<file path="src/rtl/dpram_drain.sv">
// dpram_drain
//   Consumer side of the waveform-buffer DPRAM handshake. When the reader
//   pulses dpram_run, the block raises dpram_busy and reads words
//   0..len-1 from the DPRAM. It streams them as a length-prefixed frame of
//   16-bit halfwords, high half first. It then drops dpram_busy so the
//   reader can refill the DPRAM.
//
// Ports
//   clk, rst_n      : clock, asynchronous active-low reset
//   dpram_run       : one-cycle start pulse (only honoured when idle)
//   dpram_len       : frame length in 32-bit words, sampled with dpram_run
//   dpram_busy      : high from the cycle after run until the frame is done
//   dpram_rd_addr   : DPRAM read address
//   dpram_rd_data   : DPRAM read data, one cycle after the address
//   out_data/out_valid/out_ready/out_last : halfword stream (valid/ready)
//   frame_cnt       : completed-frame counter, wraps at 16 bits
module dpram_drain #(
  parameter int P_DPRAM_ADR_WIDTH = 10
) (
  input  logic                         clk,
  input  logic                         rst_n,
  input  logic                         dpram_run,
  input  logic [15:0]                  dpram_len,
  output logic                         dpram_busy,
  output logic [P_DPRAM_ADR_WIDTH-1:0] dpram_rd_addr,
  input  logic [31:0]                  dpram_rd_data,
  output logic [15:0]                  out_data,
  output logic                         out_valid,
  input  logic                         out_ready,
  output logic                         out_last,
  output logic [15:0]                  frame_cnt
);

  localparam int AW = P_DPRAM_ADR_WIDTH;
  // One extra bit so a full-depth length (2^AW) is representable.
  localparam int LW = AW + 1;
  localparam logic [LW-1:0] DEPTH = {1'b1, {AW{1'b0}}};

  typedef enum logic [2:0] {
    S_IDLE, S_HDR, S_RD, S_LAT, S_HI, S_LO, S_DONE
  } state_t;

  state_t          state_q, state_d;
  logic [LW-1:0]   len_q, len_d;
  logic [LW-1:0]   cnt_q, cnt_d;
  logic [AW-1:0]   addr_q, addr_d;
  logic [31:0]     word_q, word_d;
  logic            busy_q, busy_d;
  logic            valid_q, valid_d;
  logic [15:0]     data_q, data_d;
  logic            last_q, last_d;
  logic [15:0]     frame_q, frame_d;

  logic [LW-1:0]   len_clamp;
  logic [LW-1:0]   cnt_inc;
  logic            hs;

  // Lengths beyond the DPRAM depth are clamped. The header carries the
  // clamped value, so the receiver always gets exactly len_q words.
  always_comb begin
    if (32'(dpram_len) > 32'(DEPTH)) len_clamp = DEPTH;
    else                             len_clamp = LW'(dpram_len);
  end

  assign cnt_inc = cnt_q + 1'b1;
  assign hs      = valid_q & out_ready;

  always_comb begin
    state_d = state_q;
    len_d   = len_q;
    cnt_d   = cnt_q;
    addr_d  = addr_q;
    word_d  = word_q;
    busy_d  = busy_q;
    valid_d = valid_q;
    data_d  = data_q;
    last_d  = last_q;
    frame_d = frame_q;
    unique case (state_q)
      S_IDLE: begin
        if (dpram_run) begin
          len_d   = len_clamp;
          cnt_d   = '0;
          addr_d  = '0;
          busy_d  = 1'b1;
          // The header is presented on the cycle right after run.
          valid_d = 1'b1;
          data_d  = 16'(len_clamp);
          last_d  = (len_clamp == '0);
          state_d = S_HDR;
        end
      end
      S_HDR: begin
        if (hs) begin
          valid_d = 1'b0;
          last_d  = 1'b0;
          state_d = (len_q == '0) ? S_DONE : S_RD;
        end
      end
      // The address was already set on the previous step. This cycle lets
      // the DPRAM register it.
      S_RD: state_d = S_LAT;
      S_LAT: begin
        word_d  = dpram_rd_data;
        valid_d = 1'b1;
        data_d  = dpram_rd_data[31:16];
        last_d  = 1'b0;
        state_d = S_HI;
      end
      S_HI: begin
        if (hs) begin
          data_d  = word_q[15:0];
          last_d  = (cnt_inc == len_q);
          state_d = S_LO;
        end
      end
      S_LO: begin
        if (hs) begin
          valid_d = 1'b0;
          last_d  = 1'b0;
          cnt_d   = cnt_inc;
          // At full depth the last increment wraps to 0. No read follows.
          addr_d  = addr_q + 1'b1;
          state_d = (cnt_inc == len_q) ? S_DONE : S_RD;
        end
      end
      S_DONE: begin
        busy_d  = 1'b0;
        frame_d = frame_q + 16'd1;
        state_d = S_IDLE;
      end
      default: state_d = S_IDLE;
    endcase
  end

  always_ff @(posedge clk or negedge rst_n) begin
    if (!rst_n) begin
      state_q <= S_IDLE;
      len_q   <= '0;
      cnt_q   <= '0;
      addr_q  <= '0;
      word_q  <= '0;
      busy_q  <= 1'b0;
      valid_q <= 1'b0;
      data_q  <= '0;
      last_q  <= 1'b0;
      frame_q <= '0;
    end else begin
      state_q <= state_d;
      len_q   <= len_d;
      cnt_q   <= cnt_d;
      addr_q  <= addr_d;
      word_q  <= word_d;
      busy_q  <= busy_d;
      valid_q <= valid_d;
      data_q  <= data_d;
      last_q  <= last_d;
      frame_q <= frame_d;
    end
  end

  assign dpram_busy    = busy_q;
  assign dpram_rd_addr = addr_q;
  assign out_data      = data_q;
  assign out_valid     = valid_q;
  assign out_last      = last_q;
  assign frame_cnt     = frame_q;

endmodule
</file>
<file path="config.mk">
export PLATFORM = sky130hd
export DESIGN_NAME = dpram_drain
export DESIGN_NICKNAME = d
export VERILOG_FILES = /design/src/rtl/dpram_drain.sv
export SDC_FILE = /design/constraint.sdc
export NUM_CORES = 1
export LEC_CHECK = 0
export CORE_ASPECT_RATIO = 1.1
export CORE_UTILIZATION = 65
export CTS_BUF_LIST = sky130_fd_sc_hd__clkbuf_4 sky130_fd_sc_hd__clkbuf_8
export CTS_CLUSTER_DIAMETER = 200
export DETAILED_ROUTE_END_ITERATION = 6
export DONT_BUFFER_PORTS = 1
export GPL_ROUTABILITY_DRIVEN = 0
export PLACE_DENSITY = 0.81
export SLEW_MARGIN = 25
export SYNTH_ARGS = -nofsm -noshare
export SYNTH_HDL_FRONTEND = slang
export SYNTH_SLANG_ARGS = --single-unit
</file>
<file path="constraint.sdc">
create_clock -name clk -period 2.7 [get_ports clk]
set_input_delay 0.54 -clock clk [delete_from_list [all_inputs] [get_ports clk]]
set_output_delay 0.54 -clock clk [all_outputs]
set_load 0.01 [all_outputs]
</file>
* Yosys cells after proc, flatten, opt, wreduce, memory -nomap -nowiden *
Cells that the tools add are included.

storage, ports and cells
  logic and storage cells = 67
  input port bits = 52
  output and inout port bits = 45
  register bits = 86

operators by class
  mux-type cells = 24
  equality and inequality tests = 12
  reductions and logical operators = 16
  bitwise operators = 1
  order comparisons = 1
  add/sub/neg operators = 3

operators with widths
  cell                     number
  $pmux W16 S3             1
  $mux W11                 3
  $mux W16                 2
  $logic_not A11 Y1        2
  $pmux W11 S2             1
  $mux W10                 2
  $pmux W10 S2             1
  $mux W3                  6
  $pmux W3 S6              1
  $add A16 B1 Y16 const B  1
  $gt A16 B11 Y1 const B   1
  $add A11 B1 Y11 const B  1
  $eq A11 B11 Y1           1
  $add A10 B1 Y10 const B  1
  $eq A3 B3 Y1 const B     3
  $reduce_and A3 Y1        3
  $ne A2 B2 Y1 const B     4
  $reduce_and A4 Y1        2
  $eq A3 B2 Y1 const B     2
  $reduce_bool A3 Y1       2
  $mux W1                  4
  $pmux W1 S4              1
  $reduce_and A2 Y1        2
  $reduce_bool A2 Y1       2
  other kinds (8)          8

* Logic depth before layout (Yosys ltp) *
Gate-level depths: netlist of run 1.

  depth after elaboration = 5
  gate-level depth with buffers = 7

* Worst setup path before layout of run 1 *
No wires, ideal clock.

  path type = input -> register
  start point = in dpram_run
  end point = reg cnt_q[3]
  stages = 6
  path buffers = 2
  data arrival time = 1657 ps
  setup slack = 912 ps
  cell sequence = or4b_1 -> clkbuf_1 -> o21a_2 -> clkbuf_1 -> o21ai_0 -> o31ai_1

on the way
  cells in the longest elaborated chain, start to end = 2

RTL lines
  element                      line  text
  from (decl)                  22    input logic dpram_run,
  $ne A2 B2 Y1 (no line)       n/a
  $reduce_and A3 Y1 (no line)  n/a
  to (signal assigned)         151   cnt_q <= cnt_d;
  to (decl)                    45    logic [LW-1:0] cnt_q, cnt_d;

Every way passes these cells.
A chain may end at the register's enable or synchronous reset.

* Worst setup path after layout of run 1 *
  start point = reg state_q[1]
  end point = reg addr_q[5] (netlist: dpram_rd_addr[5])

on the way
  cells in the longest elaborated chain, start to end = 3

RTL lines
  element                                                              line  text
  from (decl)                                                          43    state_t state_q, state_d;
  from (signal assigned)                                               149   state_q <= state_d;
  $eq A3 B3 Y1 / $logic_not A3 Y1 (equally long branches)              79    unique case (state_q)
  $ne A2 B2 Y1 (no line) / $reduce_bool A2 Y1 (equally long branches)  n/a
  $reduce_and A3 Y1 (no line)                                          n/a
  to (signal assigned)                                                 152   addr_q <= addr_d;
  to (decl)                                                            46    logic [AW-1:0] addr_q, addr_d;

Several ways; a longest one is shown, not always the timed one.

==> flow_metrics.env, run 1 <==
export IMPL_outcome="complete, no violations"
export IMPL_clk_pin_slew_ps=90
export IMPL_vias=3329
export IMPL_clockBufferDepth=2
export IMPL_start_util_pct=68.0
export IMPL_grt_pass1_wl_um=15100
export IMPL_io_buffer_count=0
export IMPL_grt_pass1_vias=3218
export IMPL_r2r_start="state_q[1]"
export IMPL_dp_cells=516
export IMPL_dieArea_sq_um=6800
export IMPL_whs_ps=67.4
export IMPL_timing_final_crit_share_pct=79.6
export IMPL_drc=0
export IMPL_yosys_warnings=0
export IMPL_final_cells=533
export IMPL_hpwl_um=6430
export IMPL_worst_pin_slew_ps=480
export IMPL_ys_types=55
export IMPL_numCtsBuffers=9
export IMPL_finalNetCount=503
export IMPL_final_common_cell="nand2_1"
export IMPL_cp_data_arrival_time_ps=2400
export IMPL_first_pass_iters=6
export IMPL_clock_sinks=86
export IMPL_cts_root_buf="clkbuf_8"
export IMPL_io_pins=97
export IMPL_min_path_type="in -> async"
export IMPL_critPathKind="reg -> reg"
export IMPL_tritoncts="built"
export IMPL_drt_iter0_markers=257
export IMPL_core_sq_um=6190
export IMPL_syn_area_sq_um=4210
export IMPL_antenna_cells=0
export IMPL_tns_ps=0
export IMPL_setup_worst_path_start_class="flip-flop"
export IMPL_vias_per_cell=6.25
export IMPL_p_leak_uw=0.00207
export IMPL_grt_overflow=0
export IMPL_drive_gt1_share_pct=9.05
export IMPL_area_growth_pct=6.33
export IMPL_wl_per_cell_um=17.5
export IMPL_routed_wl_um=9350
export IMPL_syn_avg_cell_area_sq_um=9.42
export IMPL_grt_max_degree=87
export IMPL_cp_end_kind="flip-flop"
export IMPL_reg2reg_depth=7
export IMPL_r2r_end="dpram_rd_addr[5]"
export IMPL_final_cell_mix="nand2_1 (98), dfrtp_1 (86), nor2_1 (48)"
export IMPL_rsz0062_at_grt="false"
export IMPL_hold_viol=0
export IMPL_die_h_um=86.4
export IMPL_die_w_um=78.7
export IMPL_finish_utilization_pct=72.3
export IMPL_crit_path_cell_trace="or4b_1 > buf_4 > o21a_2 > nor2_4 > nand3_1 > xor2_1 > nor2_1"
export IMPL_power_density_nw_per_um2=879
export IMPL_skew_ps=13.5
export IMPL_async_reset_ff_share_pct=100
export IMPL_cpPeakStageDelay_ps=580
export IMPL_synth_nets=502
export IMPL_ys_flop_type="dfrtp_1"
export IMPL_ir_drop_mv=0.685
export IMPL_groute_usage_overall_pct=28.7
export IMPL_rows=30
export IMPL_setup_slack_ps=551
export IMPL_slew_viol_final=0
export IMPL_maxSlewHeadroom_pct=67.9
export IMPL_ys_seq_area_share_pct=51.1
export IMPL_worstPathRequired_ps=2950
export IMPL_setup_violations=0
export IMPL_post_cts_setup_buffer_count=0
export IMPL_min_period_ps=2150
export IMPL_crit_fanout=16
export IMPL_maxClockFrequency_mhz=465
export IMPL_cp_slowest_cell="or4b_1"
export IMPL_fillers=481
export IMPL_synth_cells=447
export IMPL_antenna_found_initial=0
export IMPL_final_antenna_net_count=0
export IMPL_synth_edf_count=0
export IMPL_ys_ff_latch=86
export IMPL_drv_cap=0
export IMPL_cts_htree_levels=3
export IMPL_pre_cts_slack_ps=567
export IMPL_rrSetupSlack_ps=550
export IMPL_clk_latency_ps=360
## worst max path at each step
stage	startpoint	to	slack (ps)	cells after the start
CTS	state_q[1]	dpram_rd_addr[5]	570	7
global route	state_q[1]	dpram_rd_addr[5]	440	7
finish	state_q[1]	dpram_rd_addr[5]	550	7
global placement	dpram_len[4]	out_data[0]	650	6
floorplan	dpram_run	cnt_q[3]	910	6
detailed placement	dpram_len[0]	out_data[8]	570	6
## Yosys cell counts, drive strengths merged (2+ instances only)
cell type	number	area share (%)
a211o	2	0.45
a21o	2	0.36
a21oi	19	2.3
a221oi	2	0.56
a222oi	9	2.1
a22o	4	0.83
a22oi	6	1.1
a31oi	3	0.45
and2	2	0.30
and3	9	1.4
buf	14	2.0
clkbuf	6	0.53
dfrtp	86	51
ha	3	0.89
inv	4	0.36
nand2	98	8.7
nand2b	6	0.95
nand3	16	1.9
nand4	7	1.4
nor2	49	4.5
nor3	8	1.6
nor4	4	0.74
o21a	2	0.39
o21ai	32	3.8
o31ai	3	0.53
xnor2	20	4.2
xor2	17	3.5
## cell type report
| type | count | area [sq um] | share of cell area [%] |
|---|---|---|---|
| clock inverter | 7 | 55.1 | 1.23 |
| tap | 80 | 100 | 2.24 |
| multi-input combinational | 337 | 1940 | 43.2 |
| clock buffer | 9 | 124 | 2.77 |
| sequential | 86 | 2150 | 48.1 |
| inverter | 4 | 15.0 | 0.335 |
| timing repair buffer | 10 | 95.1 | 2.12 |
## flip-flops by register name, indices dropped and copies added, names as in the netlist
name           cells
cnt_q             11
dpram_busy         1
dpram_rd_addr     10
frame_cnt         16
len_q             11
out_data          16
out_last           1
out_valid          1
state_q            3
word_q            16
## worst max-delay path, delay by kind of cell, from the launching register on
kind / cells / cell delay, ps
AND/OR/NAND/NOR: 4 / 920
flip-flops: 1 / 540
AO/OA/AOI/OAI: 1 / 220
buffers and inverters: 1 / 190
XOR/XNOR: 1 / 160
## repair_timing
| item | in CTS | in global routing |
|---|---|---|
| resized for setup | 0 | 0 |
| endpoints found under the hold margin | 86 | 0 |
| hold buffers | 1 | 0 |
## power by group
| part | switching [uW] | internal [uW] | leakage, uW | total (uW) |
|---|---|---|---|---|
| Combinational | 639 | 429 | 0.000862 | 1070 |
| Clock | 493 | 345 | 0.0000919 | 838 |
| Sequential | 401 | 1630 | 0.00112 | 2030 |
| Total | 1530 | 2400 | 0.00207 | 3930 |
## metal layers
| metal | vias up | GRT usage, % | routed length (um) | part of all wire [%] |
|---|---|---|---|---|
| met2 | 158 | 44.5 | 4440 | 47 |
| met5 | - | 0 | 0 | 0 |
| li1 | 1548 | - | - | - |
| met4 | 0 | 12.3 | 192 | 2.1 |
| met1 | 1601 | 37.5 | 3910 | 42 |
| met3 | 22 | 8.53 | 805 | 8.6 |
## per-stage QoR
step,area (sq um),total power [uW]
after floorplan,4210,2800
after global placement,4270,3010
after detailed placement,4270,3080
after CTS,4480,3930
after global routing,4480,4160
final,4480,3930
## logic make-up (layout without fill, tap and decap cells)
| logic type | count (synthesis) | count (layout) | synth area share [%] |
|---|---|---|---|
| muxes | 2 | 2 | 0.505 |
| xor gates and xnor gates | 37 | 37 | 7.70 |
| and+or+nand+nor | 207 | 207 | 23.2 |
| buffers and inverters | 24 | 30 | 2.91 |
| DFF | 86 | 86 | 51.1 |
| AOI/OAI and AO/OA | 88 | 88 | 13.7 |
| adders and majority gates | 3 | 3 | 0.892 |
(Power assumes the default switching activity.)
==> run 2: changes to the inputs <==
==> constraint.sdc (replaced) <==
create_clock -name clk -period 2.03 [get_ports clk]
set_input_delay 0.406 -clock clk [delete_from_list [all_inputs] [get_ports clk]]
set_output_delay 0.406 -clock clk [all_outputs]
set_load 0.01 [all_outputs]
==> run 2 against run 1 <==
The flow now finishes with violations (hold timing). Cell area increased by 1.0%. Via count increased by 0.42%. Power increased by 34%. Sequential power increased by 31%. Die area unchanged. Critical path depth unchanged. Clock-buffer cell count increased by 2. Worst setup slack got worse by 380 ps. Hold slack got worse by 330 ps. Maximum frequency increased by 15%. Sequential share of layout area decreased by 0.45 points. Wire length decreased by 3.5%.
==> flow_metrics.env, run 2 (synthesis results as in run 1) <==
export IMPL_wl_per_cell_um=16.7
export IMPL_rows=30
export IMPL_final_cells=539
export IMPL_min_period_ps=1860
export IMPL_io_pins=97
export IMPL_cp_data_arrival_time_ps=2140
export IMPL_whs_ps=-264
export IMPL_critPathKind="reg -> reg"
export IMPL_multi_input_area_sq_um=1950
export IMPL_drt_iter0_markers=346
export IMPL_r2r_start="cnt_q[1]"
export IMPL_slew_viol_final=0
export IMPL_final_cell_mix="nand2_1 (98), dfrtp_1 (85), nor2_1 (47)"
export IMPL_grt_pass1_wl_um=14700
export IMPL_setup_violations=0
export IMPL_start_util_pct=68.0
export IMPL_clock_sinks=86
export IMPL_violations="hold timing"
export IMPL_drv_cap=0
export IMPL_dp_cells=523
export IMPL_routed_wl_um=9020
export IMPL_outcome="complete, but fails checks"
export IMPL_antenna_cells=0
export IMPL_ir_drop_mv=0.980
export IMPL_dieArea_sq_um=6800
export IMPL_skew_ps=10.3
export IMPL_drive_gt1_share_pct=11.1
export IMPL_tns_ps=0
export IMPL_seq_area_sq_um=2150
export IMPL_crit_fanout=6
export IMPL_min_path_type="in -> async"
export IMPL_reg2reg_depth=7
export IMPL_p_leak_uw=0.00208
export IMPL_cp_end_kind="flip-flop"
export IMPL_clk_pin_slew_ps=90
export IMPL_place_area_sq_um=4320
export IMPL_final_area_sq_um=4520
export IMPL_rrSetupSlack_ps=170
export IMPL_first_pass_iters=7
export IMPL_clockBufferDepth=2
export IMPL_tritoncts="built"
export IMPL_antenna_found_initial=0
export IMPL_rsz0062_at_grt="false"
export IMPL_core_sq_um=6190
export IMPL_final_common_cell="nand2_1"
export IMPL_maxSlewHeadroom_pct=73.3
export IMPL_timing_final_crit_share_pct=91.7
export IMPL_vias_per_cell=6.20
export IMPL_die_w_um=78.7
export IMPL_drc=0
export IMPL_hpwl_um=6340
export IMPL_cp_endpoint="out_last"
export IMPL_r2r_end="out_last"
export IMPL_groute_usage_overall_pct=27.7
export IMPL_grt_max_degree=87
export IMPL_area_growth_pct=7.40
export IMPL_finalNetCount=509
export IMPL_power_density_nw_per_um2=1160
export IMPL_crit_start="cnt_q[1]"
export IMPL_io_buffer_count=0
export IMPL_worst_pin_slew_ps=400
export IMPL_grt_overflow=0
export IMPL_numCtsBuffers=9
export IMPL_die_h_um=86.4
export IMPL_clk_latency_ps=350
export IMPL_maxClockFrequency_mhz=537
export IMPL_cts_root_buf="clkbuf_8"
export IMPL_post_cts_setup_buffer_count=0
export IMPL_final_antenna_net_count=0
export IMPL_vias=3343
export IMPL_fillers=449
export IMPL_cts_htree_levels=3
export IMPL_hold_viol=86
export IMPL_worstPathRequired_ps=2300
export IMPL_setup_worst_path_start_class="flip-flop"
export IMPL_grt_pass1_vias=3254
==> run 2: worst min path at each step <==
stage	startpoint	to	depth (start not counted)
6_report	rst_n	frame_cnt[12]	0
5_1_grt	rst_n	frame_cnt[7]	0
4_1_cts	rst_n	out_data[11]	0
2_1_floorplan	rst_n	cnt_q[0]	0
3_5_place_dp	rst_n	cnt_q[4]	0
3_3_place_gp	rst_n	cnt_q[9]	0
==> run 2: final cells by class <==
class / instances / area share [%]
clock inverter: 5 / 0.941
inverter: 4 / 0.332
multi-input combinational: 337 / 43.0
sequential: 86 / 47.6
timing repair buffer: 16 / 2.66
clock buffer: 11 / 3.21
tap: 80 / 2.21
==> run 2: metal layers <==
| metal | vias up | part of all wire [%] | GRT usage, % |
|---|---|---|---|
| li1 | 1568 | - | - |
| met2 | 161 | 48 | 44.6 |
| met1 | 1605 | 42 | 36.1 |
| met4 | 0 | 1.2 | 10.4 |
| met5 | - | 0 | 0 |
| met3 | 9 | 8.5 | 7.26 |
==> run 2: timing repair <==
action | CTS | global route
gates resized for setup | 0 | 4
setup endpoints to repair | 0 | 2
endpoints found under the hold margin | 86 | 86
==> run 2: critical path: stages, from the launching register on <==
cell and delay, ps:
dfrtp_1 430, ha_2 260, nand3_1 180, a211o_2 340, o22ai_1 140, a22o_1 200
nand4_1 100, a31oi_1 140
==> run 2: where the power goes <==
| group | leakage, uW | total (uW) | switching, uW | internal, uW |
|---|---|---|---|---|
| clock | 0.0000875 | 1150 | 642 | 505 |
| sequential | 0.00111 | 2660 | 496 | 2170 |
| combinational | 0.000882 | 1460 | 849 | 609 |
==> run 2: per-stage QoR <==
| stage | util [%] | setup WS, ps | power [uW] |
|---|---|---|---|
| floorplan | - | 288 | 3730 |
| global placement | 69.8 | 156 | 4050 |
| detailed placement | 69.8 | 137 | 4130 |
| CTS | 72.8 | 97.3 | 5260 |
| global route | 73.0 | 15.2 | 5580 |
| finish | 73.0 | 168 | 5270 |
